$ cat config.mk
export PLATFORM = sky130hd
export DESIGN_NAME = led_display_ctrl
export DESIGN_NICKNAME = d
export VERILOG_FILES = /design/src/rtl/led_display_pkg.sv /design/src/rtl/led_display_ctrl_hex_to_seg.sv /design/src/rtl/led_display_ctrl.sv
export SDC_FILE = /design/constraint.sdc
export NUM_CORES = 1
export LEC_CHECK = 0
export CAP_MARGIN = 20
export CELL_PAD_IN_SITES_DETAIL_PLACEMENT = 1
export CELL_PAD_IN_SITES_GLOBAL_PLACEMENT = 2
export CORE_ASPECT_RATIO = 1.2
export CORE_MARGIN = 1.5
export CORE_UTILIZATION = 29
export CTS_BUF_LIST = sky130_fd_sc_hd__clkbuf_16
export DETAILED_ROUTE_END_ITERATION = 10
export PLACE_DENSITY_LB_ADDON = 0.1
export SLEW_MARGIN = 20
export SYNTH_ARGS = -nofsm -noshare
export SYNTH_HDL_FRONTEND = slang
export SYNTH_SLANG_ARGS = --single-unit
$ cat constraint.sdc
create_clock -name clk -period 2 [get_ports clk]
set_input_delay 0.2 -clock clk [delete_from_list [all_inputs] [get_ports clk]]
set_output_delay 0.2 -clock clk [all_outputs]
set_load 0.05 [all_outputs]
$ cat src/rtl/led_display_pkg.sv
// Shared definitions for the eight-digit seven-segment display controller:
// source-select encodings, active-low segment patterns and blanking constants.
package led_display_pkg;

  // Which CPU value the display frame is built from
  typedef enum logic [1:0] {
    DISP_SEL_SYSCALL = 2'd0,
    DISP_SEL_CYCLES  = 2'd1,
    DISP_SEL_CONDI   = 2'd2,
    DISP_SEL_UNCONDI = 2'd3
  } dispSel_e;

  localparam int NUM_DIGITS = 8;

  // All cathodes and anodes are active-low, so all-ones means dark
  localparam logic [7:0] SEG_BLANK = 8'hFF;
  localparam logic [7:0] AN_OFF    = 8'hFF;

  // Segment patterns {dp,g,f,e,d,c,b,a}, active-low, decimal point off
  localparam logic [7:0] SEG_HEX_0 = 8'hC0;
  localparam logic [7:0] SEG_HEX_1 = 8'hF9;
  localparam logic [7:0] SEG_HEX_2 = 8'hA4;
  localparam logic [7:0] SEG_HEX_3 = 8'hB0;
  localparam logic [7:0] SEG_HEX_4 = 8'h99;
  localparam logic [7:0] SEG_HEX_5 = 8'h92;
  localparam logic [7:0] SEG_HEX_6 = 8'h82;
  localparam logic [7:0] SEG_HEX_7 = 8'hF8;
  localparam logic [7:0] SEG_HEX_8 = 8'h80;
  localparam logic [7:0] SEG_HEX_9 = 8'h90;
  localparam logic [7:0] SEG_HEX_A = 8'h88;
  localparam logic [7:0] SEG_HEX_B = 8'h83;
  localparam logic [7:0] SEG_HEX_C = 8'hC6;
  localparam logic [7:0] SEG_HEX_D = 8'hA1;
  localparam logic [7:0] SEG_HEX_E = 8'h86;
  localparam logic [7:0] SEG_HEX_F = 8'h8E;

  // One-hot active-low anode pattern for a digit index
  function automatic logic [7:0] digitAnode(input logic [2:0] idx);
    return ~(8'h01 << idx);
  endfunction

endpackage

$ cat src/rtl/led_display_ctrl_hex_to_seg.sv
// Combinational hex nibble to active-low seven-segment decoder.
module hex_to_seg
  import led_display_pkg::*;
(
  input  logic [3:0] i_nibble,
  output logic [7:0] o_seg
);

  // Look up the segment pattern for the nibble; the dp bit stays dark
  always_comb begin
    o_seg = SEG_BLANK;
    case (i_nibble)
      4'h0: o_seg = SEG_HEX_0;
      4'h1: o_seg = SEG_HEX_1;
      4'h2: o_seg = SEG_HEX_2;
      4'h3: o_seg = SEG_HEX_3;
      4'h4: o_seg = SEG_HEX_4;
      4'h5: o_seg = SEG_HEX_5;
      4'h6: o_seg = SEG_HEX_6;
      4'h7: o_seg = SEG_HEX_7;
      4'h8: o_seg = SEG_HEX_8;
      4'h9: o_seg = SEG_HEX_9;
      4'hA: o_seg = SEG_HEX_A;
      4'hB: o_seg = SEG_HEX_B;
      4'hC: o_seg = SEG_HEX_C;
      4'hD: o_seg = SEG_HEX_D;
      4'hE: o_seg = SEG_HEX_E;
      4'hF: o_seg = SEG_HEX_F;
    endcase
  end

endmodule

$ cat src/rtl/led_display_ctrl.sv
// Eight-digit multiplexed seven-segment display controller for the CPU.
// A syscall latch holds the last value the CPU printed; a frame snapshot of
// the selected source is taken once per full scan so a frame never mixes
// old and new digits. Digits are scanned LSB nibble first, SCAN_DIV clocks
// each, with anode/segment outputs registered one clock behind the index.
// Optional build macro LED_DISPLAY_LZB_EN enables leading-zero blanking
// (digit 0 always stays lit); without it all eight digits are always lit.
module led_display_ctrl
  import led_display_pkg::*;
#(
  parameter int SCAN_DIV = 100000
) (
  input  logic        clk,
  input  logic        rst,
  input  logic        led_cpu_enable,
  input  logic [31:0] led_data_in,
  input  logic [31:0] total_cycles,
  input  logic [31:0] condi_branch_num,
  input  logic [31:0] uncondi_branch_num,
  input  logic [1:0]  disp_sel,
  output logic [7:0]  an,
  output logic [7:0]  seg,
  output logic        led_valid
);

  localparam int               CNT_W    = $clog2(SCAN_DIV);
  localparam logic [CNT_W-1:0] CNT_LAST = CNT_W'(SCAN_DIV - 1);

  logic [31:0]      r_latch;
  logic             r_valid;
  logic [31:0]      r_snapshot;
  logic [CNT_W-1:0] r_scanCnt;
  logic [2:0]       r_digit;
  logic [7:0]       r_an;
  logic [7:0]       r_seg;

  logic             w_scanLast;
  logic             w_frameWrap;
  logic             w_firstLoad;
  logic [31:0]      w_selSource;
  logic [31:0]      w_freshSource;
  logic [3:0]       w_nibble;
  logic [7:0]       w_segCode;
  logic             w_digitBlank;

  assign w_scanLast  = (r_scanCnt == CNT_LAST);
  assign w_frameWrap = w_scanLast && (r_digit == 3'(NUM_DIGITS - 1));
  assign w_firstLoad = led_cpu_enable && !r_valid;
  assign w_nibble    = r_snapshot[{r_digit, 2'b00} +: 4];

`ifdef LED_DISPLAY_LZB_EN
  assign w_digitBlank = (r_digit != 3'd0) && ((r_snapshot >> {r_digit, 2'b00}) == 32'd0);
`else
  assign w_digitBlank = 1'b0;
`endif

  // Pick the frame source; the fresh variant feeds the first syscall value straight through
  always_comb begin
    w_selSource   = r_latch;
    w_freshSource = led_data_in;
    case (dispSel_e'(disp_sel))
      DISP_SEL_CYCLES: begin
        w_selSource   = total_cycles;
        w_freshSource = total_cycles;
      end
      DISP_SEL_CONDI: begin
        w_selSource   = condi_branch_num;
        w_freshSource = condi_branch_num;
      end
      DISP_SEL_UNCONDI: begin
        w_selSource   = uncondi_branch_num;
        w_freshSource = uncondi_branch_num;
      end
      default: ;
    endcase
  end

  // Syscall latch reloads on every strobe cycle; valid sticks until reset
  always_ff @(posedge clk or negedge rst) begin
    if (!rst) begin
      r_latch <= '0;
      r_valid <= 1'b0;
    end else if (led_cpu_enable) begin
      r_latch <= led_data_in;
      r_valid <= 1'b1;
    end
  end

  // Frame snapshot: scan wrap wins and takes the pre-load latch; otherwise grab the first value early
  always_ff @(posedge clk or negedge rst) begin
    if (!rst) begin
      r_snapshot <= '0;
    end else if (w_frameWrap) begin
      r_snapshot <= w_selSource;
    end else if (w_firstLoad) begin
      r_snapshot <= w_freshSource;
    end
  end

  // Dwell counter per digit and the digit index it advances
  always_ff @(posedge clk or negedge rst) begin
    if (!rst) begin
      r_scanCnt <= '0;
      r_digit   <= '0;
    end else if (w_scanLast) begin
      r_scanCnt <= '0;
      r_digit   <= r_digit + 3'd1;
    end else begin
      r_scanCnt <= r_scanCnt + 1'b1;
    end
  end

  // Registered anode/segment drive, dark during reset and for blanked digits
  always_ff @(posedge clk or negedge rst) begin
    if (!rst) begin
      r_an  <= AN_OFF;
      r_seg <= SEG_BLANK;
    end else if (w_digitBlank) begin
      r_an  <= AN_OFF;
      r_seg <= SEG_BLANK;
    end else begin
      r_an  <= digitAnode(r_digit);
      r_seg <= w_segCode;
    end
  end

  hex_to_seg u_hexToSeg (
    .i_nibble (w_nibble),
    .o_seg    (w_segCode)
  );

  assign an        = r_an;
  assign seg       = r_seg;
  assign led_valid = r_valid;

endmodule
==> metrics.txt, run 1 <==
vias in the first global route=approximately 5400; Yosys Warn Count=0; largest net degree at the start of global routing=slightly above 100; count of different cell masters after synthesis=44; CP cell instances=buf_6, mux4_2, mux2i_4, inv_2, ha_4, and3_4, a211o_1; GRT overflow=0; fin. max-slew vios=0; CTS root buffer=clkbuf_16; outcome=complete, no violations; Post-synth EDFFs=0; number of port buffers=roughly 150; H-tree depth=3; crit path max-delay cell type=mux4_2; actual slew at the worst max-slew pin=just under 1 ns; initial DRC count=approximately 170; cells after synthesis=roughly 500; Syn Std Cell Area=just over 6000 sq um; Pre-antenna DRT Iters=4; n_diodes=0; fraction of registers with async set/reset=1.00; fillcell total=between 2000 and 2500; endpoints failing hold=0; Worst Path Class, Setup=flip-flop to flip-flop; Routed Antenna Nets=0; RSZ-0062 raised after global routing=true; Worst Setup Start Kind=flip-flop; most frequent cells in the layout=144 x clkdlybuf4s50_1, 84 x dfrtp_1, 61 x nand2_1, 56 x mux4_2, 43 x mux2_2; Mapped Nets=638; total global routing track utilization=0.174; layout cells sized above 1=0.290; Sum Neg Setup Slack=0 ns; boundary pin count=150; Multi-input gate area=about 3400 sq um; core box area=roughly 20000 sq um; DRT Wirelength=approximately 18000 microns; Die W=135 microns; DR vias/cell=5.18; drc violations=0; Worst Path Required=~2.3 ns; Max clock buf depth=2; Peak VDD IR=around 0.4 mV; worst relative slew slack=0.343; clock-pin slew on the worst setup and hold paths=approximately 0.070 ns; Setup crit end kind=flip-flop; Min-Delay Path Class=primary input to flip-flop; register area share after synthesis=0.416; clock skew=just over 0.01 ns; commonest non-fill, non-tap cell in the layout=clkdlybuf4s50_1; cts bufs inserted=9; initial antenna violation count=1; fin crit share=0.992; first-pass GRT wire length=just under 30000 microns; Mean Syn Cell Area=roughly 12 sq um; Max Cap Viol=0; Initial Utilization=0.297; CP Max Fanout=5; Tot Pwr=5.71 mW; Final Setup Violations=0; FMAX=between 0.5 and 0.6 GHz; Sink Count=100; Die Y=161 microns; Die ar.=between 20000 and 25000 sq um; CTS tree=done; Seq. cell area=about 2500 sq um; clk_lat worst skew=~0.35 ns; FF+latch count, synth=100; Area growth, synth to finish=40.2%; Critical Path AT=around 2.3 ns; GPL Wtd Cong=0.735; Leakage=3.26 nW; vias=4783; HPWL after DPL=13800 microns; power density over the cells=~670 nW/um^2; Site Rows=57; Routed wire per std cell=between 15 and 20 microns; slowest stage delay, CP=between 0.5 and 0.6 ns; top_reg_cell synth=dfrtp_1; min Tclk post-route=approximately 2.0 ns; Final #Nets=~800
## sequential cells by signal, summed over array words and instances, names as in the netlist
| signal | flops |
|---|---|
| led_valid | 1 |
| seg | 7 |
| r_scanCnt | 17 |
| r_latch | 32 |
| an | 8 |
| r_digit | 3 |
| r_snapshot | 32 |
## area by class of cell
class / instances / share of cell area
Multi-Input combinational cell: 346 / 0.400
Sequential cell: 100 / 0.297
Timing Repair Buffer: 187 / 0.221
Tap cell: 265 / 0.0390
Clock buffer: 9 / 0.0265
Clock inverter: 7 / 0.0127
Inverter: 9 / 0.00398
## power breakdown
group          internal, mW  leakage, nW  switching [mW]
sequential             2.24         1.19           0.126
combinational         0.767         1.91           0.585
clock                  1.21        0.168           0.776
total                  4.22         3.26            1.49
## cell usage after synthesis (9+ instances only)
cell type   n  area share
a21oi_1    18       0.015
a22o_1      9       0.013
a31oi_1    24       0.025
and4_1     10       0.014
buf_2      12      0.0099
clkbuf_1   19       0.012
dfrtp_1    85        0.35
dfstp_2    15       0.065
ha_1       12       0.025
mux2_2     43       0.080
mux4_2     52        0.19
nand2_1    61       0.038
nand3_1    10      0.0083
nor2_1     13      0.0081
nor3_1     25       0.021
xnor2_1    10       0.014
## cells by family (layout without fill, tap and decap cells)
family	Yosys count	in the layout	share of synthesized area
and+or+nand+nor	141	141	0.114
muxes	110	110	0.314
DFF	100	100	0.416
AOI/OAI and AO/OA	67	67	0.0746
buffers and inverters	47	212	0.0347
xor gates and xnor gates	15	15	0.0217
adders and majority gates	12	12	0.0248
other	1	1	0.000619
## critical path, delay by kind of cell, from the launching register on
kind,cells,cell delay (ns)
mux,2,0.76
compound gates,1,0.23
buf+inv,2,0.24
simple gates,1,0.14
fa+ha+maj,1,0.18
flops,1,0.36
## routing by layer
metal  part of all wire  GRT usage  vias up  wire [microns]
li1                   -          -     2195               -
met1               0.42      0.216     2466            7690
met2               0.54      0.314      106            9820
met3              0.027     0.0210       16             494
met4              0.016     0.0557        0             302
met5                  0          0        -               0
## final timing paths
path                                 from  cells past startpoint  slack [ns]             to
max                            r_digit[0]                      7        0.02         seg[0]
min                        led_cpu_enable                      3        0.37      led_valid
max reg2reg                    r_digit[0]                      7        0.02         seg[0]
min reg2reg                   r_latch[18]                      1        0.51    r_latch[18]
max in group asynchronous             rst                      3        1.13  r_snapshot[6]
min in group asynchronous             rst                      3        0.46   r_scanCnt[0]
## stage by stage
step	area (sq um)	instances	util	hold WS [ns]	setup slack (ns)
2_1_floorplan	6070	493	-	-0.0956	0.000909
5_1_grt	8490	923	0.416	0.394	-0.0672
4_1_cts	8400	920	0.412	0.381	0.00537
6_report	8490	923	0.416	0.372	0.0161
3_5_place_dp	8040	903	0.394	0.311	-0.102
3_3_place_gp	8040	903	0.394	0.317	0.0159
## what timing repair did
| item | CTS | global route |
|---|---|---|
| hold endpoints to repair | 85 | 0 |
| buffers inserted | 0 | 3 |
| gates resized for setup | 6 | 13 |
| pin swaps | 0 | 3 |
| setup endpoints to repair | 5 | 12 |
| hold buffers | 1 | 0 |
No activity file was read; power rests on OpenSTA's default activity.
==> run 2, diff against run 1 <==
CAP_MARGIN = not set   (was 20)
CTS_CLUSTER_DIAMETER = 80   (was not set)
==> results of run 2 <==
Same layout as run 1: the final DEF is identical, and so are final timing and power.
==> run 3, diff against run 2 <==
CORE_UTILIZATION = 38   (was 29)
DONT_BUFFER_PORTS = 1   (was not set)
==> run 3 against run 2 <==
Effect of this change:
- the flow now finishes with violations (hold timing, setup timing)
- fmax fell by 1.4%
- routed wire length fell by 11%
- total power fell by 10%
- sequential share of layout area rose by 5.2 points
- via count fell by 9.2%
- setup slack got worse by 0.028 ns
- clock power fell by 9%
- first-iteration DRC count rose by 41%
- clock skew rose by 0.0026 ns
- largest power group unchanged
==> metrics.txt, run 3 (synthesized netlist as in run 1, its figures left out) <==
Largest regs=r_latch (32), r_snapshot (32), r_scanCnt (17); FMAX=approximately 0.50 GHz; Routed Antenna Nets=0; fin crit share=1.01; Setup crit end kind=flip-flop; GPL Wtd Cong=0.729; endpoints failing hold=100; outcome=finished, violations left; Final #Nets=679; HPWL after DPL=about 11000 microns; H-tree depth=3; number of port buffers=0; boundary pin count=150; Final Non-Filler Cells=roughly 750; Routed wire per std cell=roughly 22 microns; Sum Neg Setup Slack=-0.0234 ns; Hold Buf Count CTS=36; Area growth, synth to finish=19.3%; crit path max-delay cell type=mux4_2; initial antenna violation count=0; actual slew at the worst max-slew pin=between 1 and 1.5 ns; fillcell total=approximately 1600; Worst Setup Start Kind=flip-flop; Final Setup Violations=2; Min-Delay Path Class=primary input to async pin; Die ar.=16700 sq um; placed cells=692; Peak VDD IR=between 0.3 and 0.4 mV; CTS root buffer=clkbuf_16; failing checks=hold timing, setup timing; Worst Path Required=between 2 and 2.5 ns; largest net degree at the start of global routing=101; first-pass GRT wire length=between 20000 and 30000 microns; Pre-antenna DRT Iters=4; CP Max Fanout=7; Die Y=141 microns; clk_lat worst skew=between 0.3 and 0.4 ns; Hold WS=-0.471 ns; DRT Wirelength=16400 microns; slowest stage delay, CP=~0.53 ns; Leakage=~2.8 nW; Sink Count=100; clock skew=about 0.013 ns; drc violations=0; cts bufs inserted=9; vias=between 4000 and 5000; most frequent cells in the layout=84 x dfrtp_1, 61 x nand2_1, 56 x mux4_2, 43 x mux2_2, 35 x dlygate4sd3_1; commonest non-fill, non-tap cell in the layout=dfrtp_1; worst relative slew slack=0.330; Max clock buf depth=2; RSZ-0062 raised after global routing=true; Site Rows=50; Critical Path AT=approximately 2.3 ns; layout cells sized above 1=0.341; r2r worst-path depth=7; fin worst setup slack=-0.0122 ns; vias in the first global route=between 4000 and 5000; Die W=roughly 120 microns; n_diodes=0; Worst Path Class, Setup=flip-flop to flip-flop; DR vias/cell=just under 6; CTS tree=done; GRT overflow=0; core box area=15600 sq um; clock-pin slew on the worst setup and hold paths=0.07 ns; total global routing track utilization=0.209; Initial Utilization=0.389; fin. max-slew vios=0; min Tclk post-route=between 2 and 2.5 ns; Max Cap Viol=0; initial DRC count=between 200 and 250; power density over the cells=between 700 and 800 nW/um^2; CP cell instances=buf_12, mux4_2, mux2i_4, inv_2, ha_4, mux2_2, o21ai_2
[run 3: cell types whose count changed in the layout (fill, tap and decap cells not counted), sizes merged]
cell / delta
dlygate4sd3: +34
buf: -9
inv: -1
clkinv: -1
bufinv: -2
clkinvlp: +4
clkdlybuf4s50: -144
[run 3: worst paths after layout]
check	startpoint	end	slack (ns)
max in group asynchronous	rst	an[7]	2.17
worst max register to register	r_digit[0]	seg[4]	-0.01
worst min-delay path	rst	r_scanCnt[4]	-0.47
min in group clk	led_cpu_enable	r_latch[2]	0.02
worst max-delay path	r_digit[0]	seg[4]	-0.01
worst min register to register	r_scanCnt[0]	r_scanCnt[0]	0.49
[run 3: through the flow]
step	power, mW	hold WS, ns	setup slack, ns	utilization	area [sq um]
2_1_floorplan	3.10	-0.0956	0.000909	-	6070
3_3_place_gp	3.22	-0.0920	0.00698	0.415	6460
3_5_place_dp	3.24	-0.0920	-0.0784	0.415	6460
4_1_cts	5.15	-0.490	-0.0190	0.460	7160
5_1_grt	5.35	-0.489	-0.122	0.464	7230
6_report	5.12	-0.471	-0.0122	0.464	7230
[run 3: where the power goes]
group	internal, mW	switching, mW	leakage (nW)
registers	2.25	0.259	1.19
logic	0.514	0.285	1.45
clock network	0.974	0.838	0.134
[run 3: timing repair]
item	4_1_cts	5_1_grt
setup buffers	2	1
setup endpoints to repair	6	29
pin swaps	2	7
hold endpoints to repair	133	100
resized for setup	6	12
[run 3: worst max-delay path, delay by kind of cell (launching register included)]
family / cells / cell delay, ns
multiplexers: 3 / 1.04
flip-flops: 1 / 0.39
buffers and inverters: 2 / 0.24
adder cells (fa/ha/maj): 1 / 0.18
AO/OA/AOI/OAI: 1 / 0.11
[run 3: routing by layer]
metal / vias up / track usage / wire, microns
met1: 2254 / 0.255 / 6670
li1: 1968 / - / -
met4: 0 / 0.100 / 502
met3: 21 / 0.0382 / 725
met2: 102 / 0.359 / 8490
met5: - / 0 / 0
[run 3: cell type report]
cell class | count | area, sq um | area share
clock inverters | 7 | 77.6 | 0.0107
clock buffers | 9 | 225 | 0.0312
multi-input cells | 346 | 3400 | 0.470
well taps | 208 | 260 | 0.0360
repair buffers | 68 | 709 | 0.0982
flip-flops and latches | 100 | 2520 | 0.349
inverters | 9 | 33.8 | 0.00468
